$ cat config.mk
export PLATFORM = sky130hd
export DESIGN_NAME = srl_fifo_ctrl
export DESIGN_NICKNAME = d
export VERILOG_FILES = /design/src/rtl/srl_fifo_ctrl.sv
export SDC_FILE = /design/constraint.sdc
export NUM_CORES = 1
export LEC_CHECK = 0
export CORE_ASPECT_RATIO = 0.6
export CORE_MARGIN = 5
export CORE_UTILIZATION = 60
export DETAILED_ROUTE_END_ITERATION = 10
export PLACE_DENSITY_LB_ADDON = 0.08
export SLEW_MARGIN = 30
export SYNTH_ARGS = -nofsm -noshare
export SYNTH_HDL_FRONTEND = slang
export SYNTH_SLANG_ARGS = --single-unit
$ cat constraint.sdc
create_clock -name clk -period 7.2 [get_ports clk]
set_clock_uncertainty 0.05 [all_clocks]
set_input_delay 1.08 -clock clk [delete_from_list [all_inputs] [get_ports clk]]
set_output_delay 1.08 -clock clk [all_outputs]
set_load 0.01 [all_outputs]
$ cat src/rtl/srl_fifo_ctrl.sv
// srl_fifo_ctrl: 16-deep FWFT FIFO over SRL16-style shift storage with AXI-stream handshakes.
// Every accepted write shifts the storage; the read address tracks the oldest entry.
module srl_fifo_ctrl #(
    parameter int WIDTH = 18
) (
    input  logic             clk,
    input  logic             rst,
    input  logic             clear,
    input  logic [WIDTH-1:0] i_tdata,
    input  logic             i_tvalid,
    output logic             i_tready,
    output logic [WIDTH-1:0] o_tdata,
    output logic             o_tvalid,
    input  logic             o_tready,
    output logic [4:0]       occupied,
    output logic [4:0]       space
);
    typedef enum logic [1:0] {EMPTY, ONE, MORE, FULL} state_t;

    state_t           state_q, state_d;
    logic [3:0]       addr_q, addr_d;
    logic [4:0]       occ_q, occ_d, space_q;
    logic             ready_q, valid_q;
    logic [WIDTH-1:0] mem_q [16];
    logic             wr, rd;

    assign wr       = i_tvalid & ready_q;
    assign rd       = valid_q & o_tready;
    assign i_tready = ready_q;
    assign o_tvalid = valid_q;
    assign occupied = occ_q;
    assign space    = space_q;
    assign o_tdata  = mem_q[addr_q];

    always_ff @(posedge clk) begin
        if (wr) begin
            mem_q[0] <= i_tdata;
            for (int k = 1; k < 16; k++) mem_q[k] <= mem_q[k-1];
        end
    end

    always_comb begin
        state_d = state_q;
        addr_d  = addr_q;
        occ_d   = (wr && !rd) ? occ_q + 5'd1 : (rd && !wr) ? occ_q - 5'd1 : occ_q;
        case (state_q)
            EMPTY: if (wr) begin
                state_d = ONE;
                addr_d  = 4'd0;
            end
            ONE: begin
                if (wr && !rd) begin
                    state_d = MORE;
                    addr_d  = 4'd1;
                end else if (rd && !wr) begin
                    state_d = EMPTY;
                end
            end
            MORE: begin
                if (wr && !rd) begin
                    addr_d  = addr_q + 4'd1;
                    state_d = (addr_q == 4'd14) ? FULL : MORE;
                end else if (rd && !wr) begin
                    addr_d  = addr_q - 4'd1;
                    state_d = (addr_q == 4'd1) ? ONE : MORE;
                end
            end
            default: if (rd) begin
                state_d = MORE;
                addr_d  = 4'd14;
            end
        endcase
        if (clear) begin
            state_d = EMPTY;
            addr_d  = 4'd0;
            occ_d   = 5'd0;
        end
    end

    // handshake flags are registered from the next state so they never depend on ready
    always_ff @(posedge clk or negedge rst) begin
        if (!rst) begin
            state_q <= EMPTY;
            addr_q  <= 4'd0;
            occ_q   <= 5'd0;
            space_q <= 5'd16;
            ready_q <= 1'b1;
            valid_q <= 1'b0;
        end else begin
            state_q <= state_d;
            addr_q  <= addr_d;
            occ_q   <= occ_d;
            space_q <= 5'd16 - occ_d;
            ready_q <= (state_d != FULL);
            valid_q <= (state_d != EMPTY);
        end
    end
endmodule

==> results.toml <==
[detailed_routing]
ant_nets = 0
wirelength_mm = 19.2
drc = 0
wire_per_inst_microns = 21.8
via_per_inst = 6.06
vias = 5331
firstDrtPassIters = 4
drt-initial-drc-count = 418

[worst_setup_path]
critPathMaxStageDelay_ns = 0.69
r2r_slack_ns = 4.31
reg2regPathDepth = 7
critPathArrivalTime_ns = 3.45
path_buf_inv = 2
path_cells = "buf_4 > mux4_2 > mux4_2 > clkdlybuf4s50_1"
crit_family = "buffers and inverters"
worstPathMaxFanout = 40
critPathRequiredTime_ns = 6.07
cpMostUsedCell = "mux4_2"
slowest_stage = "buf_4"
endpoint_kind = "output port"
r2r-start = "i_tready$_DFF_PN1_"
worstReg2RegEnd = "addr_q[1]$_DFFE_PN0P_"
critical_path_class = "flip-flop to output port"
start_kind = "flip-flop"

[logic_synthesis]
ys.flop_type = "edfxtp_1"
ys_async_sr_fraction_pct = 5.57
synth-edff-count = 288
ys_warn_count = 0
synth_area_sq_um = 12000
yosysTopAreaCell = "edfxtp_1"
synth.avg_cell_area_sq_um = 22.9
ys_seq_area_share_pct = 75.9
ys_top_cells_by_area = "edfxtp_1 (72%), mux4_2 (16%), dfrtp_1 (3.1%)"
synthCells = 522
syn-num-nets = 556
ys_types = 44
synth-seq-cells = 305
synth_top_area_share_pct = 72.3

[placed_design]
gp_congestion = 0.794
io_buffer_count = 52
dp_hpwl_mm = 10.7
post_dp_cell_area_sq_um = 12700

[floorplanning]
dieArea_sq_um = 22900
start_util_pct = 60.3
core_region_area_sq_um = 19800
die_w_microns = 192
core.rowCount = 40
fp.dieH_microns = 119
ios = 53

[grt]
grt_pass1_wl_mm = 31.6
antenna_found_initial = 0
overflow = 0
grt_max_degree = 110
grt_pass1_vias = 5555
grt.total_usage_pct = 17.6

[sta]
period_minus_slack_ns = 4.58
setup_viol = 0
fmax_mhz = 218
maxSlewViolCount = 0
period_share_pct = 63.6
setup-tns-final_ns = 0
whs_ns = 0.392
hold_viol_final = 0
slew_headroom_pct = 42.2
rsz0062_at_grt = "false"
tightest_slew_ns = 0.867

[layout]
final_layout_size_suffix_gt1_share_pct = 24.7
insertedDiodeCount = 0
areaGrowthSynthToFinish_pct = 14.5
fin_area_sq_um = 13700
nNetsFinal = 620
fill_cells = 1233
postLayoutCoreUtil_pct = 69.1

[run_status]
status = "completed"

[power_and_ir_drop]
switchingPower_w = 0.00112
seq_power_share_pct = 49.3
power_density_nw_per_um2 = 339
p_leak_nw = 4.54
sw_frac_of_total_pct = 24.1
ir_drop_v = 0.000222
combPwrFrac_pct = 18.2
clkPwrFrac_pct = 32.5
internal_power_w = 0.00352

[clocking]
clock_sinks = 305
cts_setup_buffers = 0
tritoncts = "built"
h-tree-depth = 1
clock_path_buffers = 3
cts_buffers = 28
clk_pin_slew_ns = 0.06
clk-insertion-delay-late_ns = 0.53
cts_hold_buf = 0
cts_root_buffer = "clkbuf_16"
cts_resized = 0

[hold_path]
holdPathEnd = "mem_q[4][14]$_DFFE_PP_"
hp-start = "mem_q[3][14]$_DFFE_PP_"
hold_path.class = "flip-flop to flip-flop"
hold-path-cell-count = 0

[job]
maxCapViolCount = 0
-- power groups by stage --
stage                     registers, W  logic (W)  clock network [W]
after floorplan                0.00227   0.000627                  0
after global placement         0.00235   0.000798                  0
after detailed placement       0.00233   0.000855                  0
after CTS                      0.00229   0.000860            0.00155
after global routing           0.00232   0.000911            0.00164
final                          0.00229   0.000845            0.00151
-- cell usage after synthesis (2+ instances only) --
| cell | instances |
|---|---|
| a211oi_1 | 2 |
| a21oi_1 | 9 |
| a221o_1 | 2 |
| a22oi_1 | 2 |
| a31oi_1 | 2 |
| buf_1 | 3 |
| buf_12 | 3 |
| buf_2 | 5 |
| buf_6 | 2 |
| clkbuf_1 | 10 |
| dfrtp_1 | 15 |
| dfstp_2 | 2 |
| edfxtp_1 | 288 |
| ha_1 | 11 |
| inv_1 | 12 |
| mux2i_1 | 4 |
| mux4_1 | 3 |
| mux4_2 | 87 |
| nand2_1 | 7 |
| nand2b_1 | 2 |
| nand3_1 | 6 |
| nor2_1 | 8 |
| nor2b_1 | 3 |
| nor3_1 | 4 |
| nor3b_1 | 3 |
| o21ai_0 | 3 |
| o21ai_1 | 2 |
| o22ai_1 | 2 |
| or3_1 | 2 |
| xnor2_1 | 3 |
| xor2_1 | 2 |
-- metal layers --
layer / wire length [microns] / global-route usage (%)
met1: 9110 / 28.0
met2: 8830 / 25.9
met3: 845 / 3.19
met4: 410 / 4.23
met5: 0 / 0
-- placed cells by master, fill, tap and decap left out, types with 3 or more instances in the layout --
cell / netlist / final
nand2_1: 7 / 7
clkinv_1: 0 / 4
mux2i_1: 4 / 4
clkinv_2: 0 / 10
nor3b_1: 3 / 3
dfrtp_1: 15 / 12
edfxtp_1: 288 / 288
nor2b_1: 3 / 3
o21ai_0: 3 / 3
inv_1: 12 / 12
clkdlybuf4s50_1: 0 / 52
a21oi_1: 9 / 9
buf_4: 1 / 3
xnor2_1: 3 / 3
clkbuf_16: 0 / 29
nor3_1: 4 / 4
nor2_1: 8 / 8
ha_1: 11 / 11
mux4_2: 87 / 87
nand3_1: 6 / 6
mux4_1: 3 / 3
bufinv_16: 0 / 4
-- flip-flops by register name (all words and copies together) (netlist names) --
register,flops
o_tvalid,1
mem_q,288
addr_q,4
i_tready,1
space,5
occupied,4
state_q,2
-- through the flow --
stage	cells	total power (W)	worst slack, ns
after floorplan	522	0.00289	1.20
after global placement	828	0.00315	3.10
after detailed placement	829	0.00318	3.11
after CTS	880	0.00470	2.50
after global routing	880	0.00486	2.37
final	880	0.00464	2.62
-- logic make-up (layout without fill, tap and decap cells) --
family          Yosys count  after routing  synth area share, %
flops                   305            305                 75.9
fa+ha+maj                11             11                 1.15
xor+xnor                  5              5                0.366
mux                      94             94                 17.4
buf+inv                  37            122                 1.78
simple gates             40             40                 1.73
compound gates           30             30                 1.68
-- worst max path at each step --
stage	from	end	cells after the start
6_report	addr_q[0]$_DFFE_PN0P_	o_tdata[16]	4
5_1_grt	addr_q[0]$_DFFE_PN0P_	o_tdata[16]	4
4_1_cts	addr_q[0]$_DFFE_PN0P_	o_tdata[16]	4
3_5_place_dp	addr_q[0]$_DFFE_PN0P_	o_tdata[16]	4
3_3_place_gp	addr_q[0]$_DFFE_PN0P_	o_tdata[17]	4
2_1_floorplan	i_tvalid	addr_q[0]$_DFFE_PN0P_	7
-- final cells by class --
cell class	instances	area [sq um]	area share, %
multi-input cells	180	2670	19.5
inverters	13	56.3	0.411
well taps	273	342	2.49
clock buffers	31	743	5.43
flip-flops and latches	305	9080	66.4
clock inverters	20	204	1.49
repair buffers	58	593	4.33
(Power assumes the default switching activity.)
